--- src/rtl/i2s_adc_receiver.sv ---
// i2s_adc_receiver
//   Receives stereo ADC samples from an audio codec over I2S (LJ_MODE=0) or
//   left-justified (LJ_MODE=1) framing. The codec clocks are oversampled by
//   clk (clk >= 4x aud_bclk) and every serial step advances only on a
//   synchronized rising edge of the bit clock.
//   A left word followed by a right word is committed as a pair and offered
//   with a valid/ready handshake.
//
// Ports
//   clk          system clock; all logic runs on its rising edge
//   rst_n        synchronous active-low reset
//   aud_bclk     codec bit clock (asynchronous to clk)
//   aud_adclrck  codec LR clock; 0 = left, 1 = right
//   aud_adcdat   codec serial data, MSB first
//   ldata/rdata  left/right sample of the committed pair
//   valid        committed pair available
//   ready        consumer accepts the pair when valid && ready
//   overrun      sticky: an unaccepted pair was overwritten
//   frame_err    sticky: a word was cut short by an LR clock change
//   clr_flags    single-cycle pulse clearing overrun and frame_err
module i2s_adc_receiver #(
  parameter int unsigned WIDTH   = 16,
  parameter bit          LJ_MODE = 1'b0
) (
  input  logic             clk,
  input  logic             rst_n,
  input  logic             aud_bclk,
  input  logic             aud_adclrck,
  input  logic             aud_adcdat,
  output logic [WIDTH-1:0] ldata,
  output logic [WIDTH-1:0] rdata,
  output logic             valid,
  input  logic             ready,
  output logic             overrun,
  output logic             frame_err,
  input  logic             clr_flags
);

  localparam int unsigned   CW       = $clog2(WIDTH + 1);
  localparam logic [CW-1:0] LAST_BIT = CW'(WIDTH - 1);

  typedef enum logic [1:0] {
    SYNC,
    DELAY,
    SHIFT,
    WAIT
  } state_t;

  // Synchronizer chains: [0] first stage, [1] second stage, [2] third stage.
  logic [2:0]       bclk_sq;
  logic [2:0]       lrck_sq;
  logic [2:0]       dat_sq;

  state_t           state_q;
  logic             lrck_prev_q;
  logic             chan_q;
  logic [CW-1:0]    cnt_q;
  logic [WIDTH-1:0] shift_q;
  logic [WIDTH-1:0] lhold_q;
  logic [WIDTH-1:0] rhold_q;
  logic             left_ok_q;
  logic             commit_q;
  logic [WIDTH-1:0] ldata_q;
  logic [WIDTH-1:0] rdata_q;
  logic             valid_q;
  logic             overrun_q;
  logic             frame_err_q;

  logic             tick;
  logic             lrck;
  logic             dat;
  logic             start_word;
  logic [WIDTH-1:0] word_d;
  logic             unused_stage3;

  assign tick   = bclk_sq[1] & ~bclk_sq[2];
  assign lrck   = lrck_sq[1];
  assign dat    = dat_sq[1];
  assign word_d = {shift_q[WIDTH-2:0], dat};

  // Only the bit clock needs its third stage (edge detect); the third stages
  // of lrck/dat exist to keep all three paths equally deep.
  assign unused_stage3 = lrck_sq[2] ^ dat_sq[2];

  // A new word begins on an LR clock falling edge when hunting for frame
  // alignment, or on any LR clock change once aligned. A change while still
  // shifting means the previous word was short.
  assign start_word = ((state_q == SYNC) && lrck_prev_q && !lrck) ||
                      (((state_q == WAIT) || (state_q == SHIFT)) &&
                       (lrck != lrck_prev_q));

  always_ff @(posedge clk) begin
    if (!rst_n) begin
      bclk_sq     <= '0;
      lrck_sq     <= '0;
      dat_sq      <= '0;
      state_q     <= SYNC;
      lrck_prev_q <= 1'b0;
      chan_q      <= 1'b0;
      cnt_q       <= '0;
      shift_q     <= '0;
      lhold_q     <= '0;
      rhold_q     <= '0;
      left_ok_q   <= 1'b0;
      commit_q    <= 1'b0;
      ldata_q     <= '0;
      rdata_q     <= '0;
      valid_q     <= 1'b0;
      overrun_q   <= 1'b0;
      frame_err_q <= 1'b0;
    end else begin
      bclk_sq  <= {bclk_sq[1:0], aud_bclk};
      lrck_sq  <= {lrck_sq[1:0], aud_adclrck};
      dat_sq   <= {dat_sq[1:0], aud_adcdat};
      commit_q <= 1'b0;

      // Clear first so that a flag set later in this block takes priority.
      if (clr_flags) begin
        overrun_q   <= 1'b0;
        frame_err_q <= 1'b0;
      end

      if (tick) begin
        lrck_prev_q <= lrck;
        if (start_word) begin
          chan_q <= lrck;
          if (state_q == SHIFT) begin
            frame_err_q <= 1'b1;
            left_ok_q   <= 1'b0;
          end
          if (LJ_MODE) begin
            shift_q <= word_d;
            cnt_q   <= CW'(1);
            state_q <= SHIFT;
          end else begin
            cnt_q   <= '0;
            state_q <= DELAY;
          end
        end else begin
          case (state_q)
            DELAY: begin
              shift_q <= word_d;
              cnt_q   <= CW'(1);
              state_q <= SHIFT;
            end
            SHIFT: begin
              shift_q <= word_d;
              cnt_q   <= cnt_q + 1'b1;
              if (cnt_q == LAST_BIT) begin
                if (!chan_q) begin
                  lhold_q   <= word_d;
                  left_ok_q <= 1'b1;
                end else begin
                  rhold_q  <= word_d;
                  commit_q <= left_ok_q;
                end
                state_q <= WAIT;
              end
            end
            default: ;
          endcase
        end
      end

      // Commit stage: runs one clk after the right word is stored.
      if (commit_q) begin
        ldata_q <= lhold_q;
        rdata_q <= rhold_q;
        valid_q <= 1'b1;
        if (valid_q && !ready) begin
          overrun_q <= 1'b1;
        end
      end else if (valid_q && ready) begin
        valid_q <= 1'b0;
      end
    end
  end

  assign ldata     = ldata_q;
  assign rdata     = rdata_q;
  assign valid     = valid_q;
  assign overrun   = overrun_q;
  assign frame_err = frame_err_q;

endmodule

--- config.mk ---
export PLATFORM = sky130hd
export DESIGN_NAME = i2s_adc_receiver
export DESIGN_NICKNAME = d
export VERILOG_FILES = /design/src/rtl/i2s_adc_receiver.sv
export SDC_FILE = /design/constraint.sdc
export NUM_CORES = 1
export LEC_CHECK = 0
export ABC_AREA = 0
export CAP_MARGIN = 15
export CORE_MARGIN = 4
export CORE_UTILIZATION = 54
export DETAILED_ROUTE_END_ITERATION = 7
export DONT_BUFFER_PORTS = 1
export PLACE_DENSITY = 0.69
export SYNTH_ARGS = -nofsm -noshare
export SYNTH_HDL_FRONTEND = slang
export SYNTH_SLANG_ARGS = --single-unit
export TNS_END_PERCENT = 30
--- constraint.sdc ---
create_clock -name clk -period 2.5 [get_ports clk]
set_input_delay 0.375 -clock clk [delete_from_list [all_inputs] [get_ports clk]]
set_output_delay 0.375 -clock clk [all_outputs]
set_load 0.01 [all_outputs]
==> results of run 1 <==
-- cell type report --
class                           count  area [sq um]  share of cell area (%)
Tap cell                           96         120.1                   2.914
Multi-Input combinational cell    289          1673                   40.58
Clock buffer                       11         151.4                   3.672
Inverter                            6         22.52                  0.5463
Sequential cell                   100          2003                   48.59
Timing Repair Buffer                6         70.07                   1.700
Clock inverter                      5         82.58                   2.003
-- logic make-up (layout without fill, tap and decap cells) --
kind of cell	count (synthesis)	in the layout	share of synthesized area, %
adder cells (fa/ha/maj)	6	6	1.957
AO/OA/AOI/OAI	83	83	12.23
flip-flops	100	100	52.19
multiplexers	34	34	8.872
XOR/XNOR	2	2	0.4567
buffers and inverters	39	28	4.436
AND/OR/NAND/NOR	164	164	19.86
-- flip-flops by register name (all words and copies together), names as in the netlist, 2 cells and up --
signal,flops
lrck_sq,2
state_q,2
cnt_q,5
ldata,16
dat_sq,2
bclk_sq,3
rhold_q,16
lhold_q,16
rdata,16
shift_q,15
-- routing by layer --
layer / up-vias / track usage (%) / wire [um]
met5: - / 0 / 0
met4: 0 / 7.797 / 87
met3: 7 / 3.856 / 305
met2: 50 / 28.65 / 3405
met1: 1275 / 25.37 / 3566
li1: 1439 / - / -
-- power groups by stage --
stage	registers (mW)	clock network (mW)	logic [mW]
global route	1.60	1.25	0.0422
detailed placement	1.64	0	0.0388
CTS	1.60	1.19	0.0390
floorplan	1.64	0	0.0479
finish	1.60	1.16	0.0385
global placement	1.64	0	0.0376
-- cells in the final DEF (no fill, tap or decap), drive strengths merged, types with 9 or more instances in the layout --
| master | netlist | layout |
|---|---|---|
| a21oi | 20 | 20 |
| and2 | 9 | 9 |
| clkbuf | 22 | 11 |
| dfxtp | 100 | 100 |
| mux2i | 34 | 34 |
| nand2 | 42 | 42 |
| nand3 | 51 | 51 |
| nor2 | 43 | 43 |
| o21ai | 51 | 51 |
-- worst max path at each step --
stage / endpoint / startpoint / slack (ns) / depth (start not counted)
2_1_floorplan: shift_q[0] / state_q[0] / 0.51 / 8
3_3_place_gp: shift_q[2] / state_q[0] / 0.52 / 6
3_5_place_dp: shift_q[0] / state_q[0] / 0.44 / 6
4_1_cts: shift_q[0] / state_q[0] / 0.43 / 6
5_1_grt: shift_q[3] / state_q[0] / 0.28 / 6
6_report: shift_q[11] / state_q[0] / 0.43 / 6
-- worst max-delay path, delay by kind of cell (launching register included) --
kind / cells / cell delay (ns)
buffers and inverters: 1 / 0.09
flip-flops: 1 / 0.41
AND/OR/NAND/NOR: 1 / 0.39
adder cells (fa/ha/maj): 1 / 0.32
AO/OA/AOI/OAI: 3 / 0.75
==> parameters.txt, run 1 <==
Parameter                              Value

Drt
  Final WL    7.364 mm
  Final routed DRC violation total    0
  Detailed-route wire length per cell    14.35 um
  Total number of vias    roughly 2.8k
  Via density per instance    5.402
  First-iteration detailed-routing DRC count    ~170
  Detailed-routing iteration count for the pre-antenna-repair pass    4
  Number of nets with antenna violations after detailed routing    0

Floorplan
  Die area    8517 sq um
  Starting Density    between 50% and 60%
  Count of standard-cell rows    30
  Core area    roughly 6800 sq um
  Horizontal die dimension    ~92 um
  Die extent in y    92.29 um
  Number of ports placed on the die boundary    42

Cells and area
  Count of fill cells added during filler insertion    614
  Finished Cell Area    4123 sq um
  Final nets    425
  Final standard cell count with taps included and fillers excluded    513
  Count of inserted antenna diode cells    0
  Growth of design area from synthesis to finish    7.469%
  End-of-flow core utilization    about three fifths
  Layout cells sized above 1    7.194%

Placement
  Hpwl dp    4.884 mm
  Total of buffers placed on input and output ports    0
  Area post-placement    3889 sq um
  Final Wtd Congestion    0.8061
  Placement-stage worst setup slack    0.4422 ns
  Dpl cells    between 400 and 500

Setup path
  Type of element capturing the critical path    flop
  Worst-path cell chain    inv_1 -> ha_1 -> or3_4 -> a221o_2 -> o21ai_0 -> a21oi_1
  Kind of launch point of the worst setup path    flop
  Flop-to-flop setup slack    0.43 ns
  Worst path max stage delay    0.48 ns
  Arrival @ worst endpoint    2.32 ns
  Maximum fanout count along the critical path    15
  Number of cell instances on the worst register-to-register path    6
  Classification of the worst setup path    flop to flop
  Data required, critical path    roughly 2.8 ns
  Critical register-to-register path endpoint    shift_q[11]
  Beginning of the worst register-to-register path    state_q[0]
  Slowest cell on the critical path    sky130_fd_sc_hd__a221o_2

Hold path
  Worst min-delay path startpoint    rst_n
  Path category of the worst min-delay check    input pin to flop
  Capture endpoint of the worst hold path    frame_err
  Worst hold path cell count    1

GRT
  GRT Util Overall    18.62%
  Number of antenna violations at the first check in global routing    0
  Pin count of the biggest net entering global routing    84
  Total congestion overflow    0
  Number of global-route vias before repair    2,659
  Wire length of the first global-routing pass    between 10 and 15 mm

STA
  Share of the clock period used by the worst path    82.77%
  Worst hold slack across all endpoints    between 0.1 and 0.15 ns
  Max-slew violation count    0
  Transition time at the pin with the least slew margin    0.6475 ns
  Post-layout minimum cycle time    between 2 and 2.5 ns
  Total of endpoints with negative setup slack in the final report    0
  Final sum of negative setup slack    0 ns
  Highest clock rate    0.4832 GHz
  Post-route worst setup slack    0.4307 ns
  RSZ-0062 raised after global routing    no
  Clk_skew    ~0.0085 ns
  Worst slew margin relative to its limit    56.56%
  Final Hold Vio Count    0

Run status
  Result of the run    finished, final reports clean

Synth
  Cell with the most instances after synthesis    sky130_fd_sc_hd__dfxtp_1
  Syn. warnings    0
  Most frequent cells after synthesis    100 x sky130_fd_sc_hd__dfxtp_1, 51 x sky130_fd_sc_hd__nand3_1, 51 x sky130_fd_sc_hd__o21ai_0, 43 x sky130_fd_sc_hd__nor2_1, 42 x sky130_fd_sc_hd__nand2_1
  Number of enable flip-flop cells after synthesis    0
  Top area cells in the synthesized netlist    sky130_fd_sc_hd__dfxtp_1 52%, sky130_fd_sc_hd__mux2i_1 8.9%, sky130_fd_sc_hd__nand3_1 6.7%
  Top cell type by total area after synthesis    sky130_fd_sc_hd__dfxtp_1
  Synth async-reset ratio    0%
  Post-synthesis instance area    3836 sq um
  Sequential cell area fraction in the yosys report    52.19%
  Commonest register cell after synthesis    sky130_fd_sc_hd__dfxtp_1
  Post-Synthesis Mean Instance Area    8.963 sq um
  Gate count of the mapped netlist    about 430
  Count of different cell masters after synthesis    38
  Post-synthesis register bit count    100
  Yosys top cell area share    52.19%
  Net count of the mapped netlist    441

Pwr
  Leakage dissipation    1.338 nW
  Net Sw Power    ~0.57 mW
  Power Total    between 2 and 3 mW
  Switching portion of total power    20.45%
  Power share of the combinational group    1.4%
  Portion of total power attributed to sequential cells    57.1%
  Internal cell power    between 2 and 2.5 mW
  Clk network pwr share    about two fifths
  PwrDens    ~680 nW/um^2
  Max rail drop VDD    0.0003693 V

Clocking
  Number of clock sinks seen by CTS    100
  Clock-pin slew reported for the worst setup and hold paths after clock tree synthesis    0.09 ns
  CTS Buf Count    9
  Postcts setup bufs    0
  Worst-skew pair later-pin latency    around 0.36 ns
  Clock tree from TritonCTS    yes
  Number of buffers inserted by hold repair at cts    0
  Clock Path Buffers    2
  Number of instances resized during post-cts repair    0
  Clock Tree Root    sky130_fd_sc_hd__clkbuf_8
  H-tree depth reported by CTS    3

Flow run
  Maxcap violations    0
No activity file was read; power rests on OpenSTA's default activity.
==> run 2: changes to the inputs <==
clock period = 2.1 ns   (was 2.5 ns; I/O delays follow)
==> parameters.txt, run 2 (synthesis gave the netlist of run 1 again) <==
Parameter                              Value

STA
  Total of endpoints with negative setup slack in the final report    0
  RSZ-0062 raised after global routing    no
  Max-slew violation count    0
  Post-layout minimum cycle time    between 1.5 and 2 ns
  Highest clock rate    0.5039 GHz
  Clk_skew    0.006612 ns
  Post-route worst setup slack    0.1154 ns
  Final Hold Vio Count    0
  Final sum of negative setup slack    0 ns
  Worst slew margin relative to its limit    63.17%
  Share of the clock period used by the worst path    a little over nine tenths
  Transition time at the pin with the least slew margin    0.5485 ns

Setup path
  Type of element capturing the critical path    flop
  Slowest cell on the critical path    sky130_fd_sc_hd__a221o_1
  Number of cell instances on the worst register-to-register path    6
  Arrival @ worst endpoint    ~2.2 ns
  Critical register-to-register path endpoint    shift_q[12]
  Data required, critical path    2.35 ns
  Family with the most delay on the worst path    compound AO/OA/AOI/OAI gates
  Classification of the worst setup path    flop to flop
  Worst-path cell chain    inv_1 -> ha_1 -> or3_4 -> a221o_1 -> o21ai_0 -> a21oi_1
  Maximum fanout count along the critical path    7
  Flop-to-flop setup slack    0.12 ns
  Beginning of the worst register-to-register path    state_q[1]
  Worst path max stage delay    0.48 ns
  Kind of launch point of the worst setup path    flop
  Number of buffer and inverter instances along the worst setup path    1

Drt
  Detailed-route wire length per cell    roughly 14 um
  Final routed DRC violation total    0
  Total number of vias    2,778
  Detailed-routing iteration count for the pre-antenna-repair pass    4
  First-iteration detailed-routing DRC count    146
  Number of nets with antenna violations after detailed routing    0
  Via density per instance    5.394
  Final WL    ~7.4 mm

Hold path
  Capture endpoint of the worst hold path    commit_q
  Path category of the worst min-delay check    input pin to flop
  Worst hold path cell count    2
  Worst min-delay path startpoint    rst_n

Pwr
  Max rail drop VDD    0.0004587 V
  Leakage dissipation    1.356 nW
  PwrDens    812.5 nW/um^2

GRT
  GRT Util Overall    between 10% and 20%
  Pin count of the biggest net entering global routing    84
  Number of antenna violations at the first check in global routing    0
  Total congestion overflow    0
  Number of global-route vias before repair    ~2.6k
  Wire length of the first global-routing pass    12.52 mm

Placement
  Placement-stage worst setup slack    0.1151 ns
  Final Wtd Congestion    approximately 0.87
  Hpwl dp    just under 5 mm
  Total of buffers placed on input and output ports    0
  Dpl cells    499

Clocking
  Clock-pin slew reported for the worst setup and hold paths after clock tree synthesis    0.09 ns
  H-tree depth reported by CTS    3
  Worst-skew pair later-pin latency    around 0.36 ns
  Clock Path Buffers    2
  CTS Buf Count    9
  Clock tree from TritonCTS    yes
  Clock Tree Root    sky130_fd_sc_hd__clkbuf_8
  Number of buffers inserted by hold repair at cts    0
  Number of clock sinks seen by CTS    100

Floorplan
  Number of ports placed on the die boundary    42
  Count of standard-cell rows    30
  Starting Density    56.15%
  Core area    6832 sq um
  Die area    8517 sq um
  Horizontal die dimension    between 90 and 100 um
  Die extent in y    92.29 um

Cells and area
  End-of-flow core utilization    between 60% and 70%
  Commonest non-fill, non-tap cell in the layout    sky130_fd_sc_hd__dfxtp_1
  Growth of design area from synthesis to finish    8.839%
  Final standard cell count with taps included and fillers excluded    between 500 and 600
  Layout cells sized above 1    roughly 7.6%
  Final nets    428
  Count of inserted antenna diode cells    0
  Commonest non-fill, non-tap cells in the layout    98 x sky130_fd_sc_hd__dfxtp_1, 51 x sky130_fd_sc_hd__nand3_1, 51 x sky130_fd_sc_hd__o21ai_0, 43 x sky130_fd_sc_hd__nor2_1, 42 x sky130_fd_sc_hd__nand2_1

Flow run
  Maxcap violations    0

Run status
  Result of the run    finished, final reports clean
[run 2: report_power, final]
group	internal (mW)	switching [mW]
logic	0.0150	0.0330
registers	1.90	0.00598
clock network	0.787	0.651
[run 2: cell type report]
cell class,instances,area (sq um)
fillers,625,2656
flip-flops and latches,100,2004
multi-input cells,290,1683
clock buffers,9,123.9
well taps,96,120.1
clock inverters,6,111.4
repair buffers,8,110.1
inverters,6,22.52
[run 2: how the worst max path moves through the flow]
stage,startpoint,endpoint,slack [ns],depth (start not counted)
detailed placement,state_q[0],shift_q[12],0.12,6
finish,state_q[1],shift_q[12],0.12,6
global placement,state_q[0],shift_q[14],0.17,6
CTS,state_q[0],shift_q[12],0.11,6
global route,state_q[1],shift_q[2],0.03,6
floorplan,state_q[0],shift_q[0],0.11,8
[run 2: per-stage QoR]
step                      cell area (sq um)  total power [mW]  hold slack [ns]
after floorplan                        3836             2.004           0.4119
after global placement                 3929             1.997           0.4127
after detailed placement               3929             1.997           0.4184
after CTS                              4164             3.422          0.05120
after global routing                   4175             3.505          0.05895
final                                  4175             3.392          0.06305
[run 2: routing by layer]
metal  GRT usage [%]  routed length (um)
met1           24.06                3620
met4           8.787                 147
met5               0                   0
met2           28.41                3350
met3           4.184                 260
[run 2: timing repair]
item,CTS,global route
endpoints found under the setup margin,0,5
hold endpoints to repair,0,0
buffers inserted,0,0
gates resized for setup,0,1
==> run 3: changes to the inputs <==
CORE_MARGIN = 2   (was 4)
CTS_CLUSTER_DIAMETER = 80   (was unset)
==> parameters.txt, run 3 (synthesis gave the netlist of run 1 again) <==
Parameter                              Value

Drt
  Final WL    7.139 mm
  Via density per instance    5.373
  Final routed DRC violation total    0
  First-iteration detailed-routing DRC count    186
  Number of nets with antenna violations after detailed routing    0
  Detailed-routing iteration count for the pre-antenna-repair pass    5
  Detailed-route wire length per cell    13.86 um
  Total number of vias    2,767

Run status
  Result of the run    finished, final reports clean

Clocking
  Postcts setup bufs    0
  Clock tree from TritonCTS    yes
  H-tree depth reported by CTS    3
  Clock-pin slew reported for the worst setup and hold paths after clock tree synthesis    0.09 ns
  Clock Path Buffers    2
  Clock Tree Root    sky130_fd_sc_hd__clkbuf_8
  Number of clock sinks seen by CTS    100
  Worst-skew pair later-pin latency    ~0.36 ns
  Number of buffers inserted by hold repair at cts    0
  CTS Buf Count    9

Floorplan
  Horizontal die dimension    88.29 um
  Core area    6832 sq um
  Die area    7794 sq um
  Die extent in y    slightly below 90 um
  Number of ports placed on the die boundary    42
  Starting Density    56.15%
  Count of standard-cell rows    30

STA
  Max-slew violation count    0
  Highest clock rate    ~0.50 GHz
  Worst slew margin relative to its limit    65.25%
  RSZ-0062 raised after global routing    yes
  Share of the clock period used by the worst path    95.53%
  Total of endpoints with negative setup slack in the final report    0
  Final Hold Vio Count    0
  Post-layout minimum cycle time    2.006 ns
  Worst hold slack across all endpoints    0.07317 ns
  Transition time at the pin with the least slew margin    0.5175 ns
  Final sum of negative setup slack    0 ns
  Post-route worst setup slack    0.09379 ns
  Clk_skew    0.01114 ns

Setup path
  Classification of the worst setup path    flop to flop
  Kind of launch point of the worst setup path    flop
  Family with the most delay on the worst path    compound AO/OA/AOI/OAI gates
  Number of buffer and inverter instances along the worst setup path    1
  Worst-path cell chain    inv_1 -> ha_1 -> or3_4 -> a221o_2 -> o21ai_0 -> a21oi_1
  Worst path max stage delay    0.48 ns
  Flop-to-flop setup slack    between 0.09 and 0.1 ns
  Maximum fanout count along the critical path    15
  Type of element capturing the critical path    flop
  Critical register-to-register path endpoint    shift_q[10]
  Slowest cell on the critical path    sky130_fd_sc_hd__a221o_2
  Arrival @ worst endpoint    2.25 ns
  Data required, critical path    roughly 2.3 ns
  Number of cell instances on the worst register-to-register path    6
  Beginning of the worst register-to-register path    state_q[0]

Cells and area
  Count of inserted antenna diode cells    0
  Layout cells sized above 1    ~7.4%
  Growth of design area from synthesis to finish    6.686%
  Final standard cell count with taps included and fillers excluded    roughly 500
  Finished Cell Area    4093 sq um
  End-of-flow core utilization    59.91%
  Commonest non-fill, non-tap cell in the layout    sky130_fd_sc_hd__dfxtp_1
  Commonest non-fill, non-tap cells in the layout    99 x sky130_fd_sc_hd__dfxtp_1, 51 x sky130_fd_sc_hd__nand3_1, 49 x sky130_fd_sc_hd__o21ai_0, 43 x sky130_fd_sc_hd__nor2_1, 42 x sky130_fd_sc_hd__nand2_1
  Final nets    between 400 and 500

Flow run
  Maxcap violations    0

Hold path
  Worst min-delay path startpoint    aud_adcdat
  Capture endpoint of the worst hold path    dat_sq[0]
  Path category of the worst min-delay check    input pin to flop
  Worst hold path cell count    1

Placement
  Dpl cells    about 500
  Hpwl dp    about 4.7 mm
  Final Wtd Congestion    0.8940
  Total of buffers placed on input and output ports    0
  Placement-stage worst setup slack    about 0.12 ns
  Area post-placement    3916 sq um

GRT
  GRT Util Overall    20.09%
  Pin count of the biggest net entering global routing    84
  Number of antenna violations at the first check in global routing    0
  Wire length of the first global-routing pass    ~12 mm
  Total congestion overflow    0
  Number of global-route vias before repair    2,532

Pwr
  Power Total    3.064 mW
  Max rail drop VDD    0.0005235 V
  PwrDens    between 700 and 800 nW/um^2
  Leakage dissipation    around 1.3 nW
==> run 3: worst max-delay path by stage <==
stage	from	to	slack [ns]	cells after the start
floorplan	state_q[0]	shift_q[0]	0.11	8
global placement	state_q[0]	shift_q[14]	0.19	6
detailed placement	state_q[0]	shift_q[5]	0.12	6
CTS	state_q[0]	shift_q[10]	0.11	6
global route	state_q[0]	shift_q[12]	-0.02	6
finish	state_q[0]	shift_q[10]	0.09	6
==> run 3: timing repair <==
| item | in CTS | in global routing |
|---|---|---|
| hold endpoints to repair | 0 | 0 |
| setup endpoints to repair | 0 | 4 |
| resized for setup | 0 | 2 |
==> run 3: final cells by class <==
| type | instances | area (sq um) |
|---|---|---|
| clock buffer | 11 | 141.4 |
| clock inverter | 5 | 35.03 |
| tap | 96 | 120.1 |
| fill | 656 | 2739 |
| sequential | 100 | 2003 |
| inverter | 6 | 22.52 |
| timing repair buffer | 8 | 97.59 |
| multi-input combinational | 289 | 1673 |
==> run 3: metal layers <==
metal	GRT usage (%)	up-vias	routed length [um]
met5	0	-	0
met1	26.62	1276	3544
met2	30.96	48	3260
met4	8.815	0	86
li1	-	1436	-
met3	5.410	7	247
==> run 3: power by group <==
part	internal (mW)	switching (mW)	total, mW
clock network	0.466	0.645	1.11
registers	1.90	0.00566	1.91
logic	0.0145	0.0323	0.0468
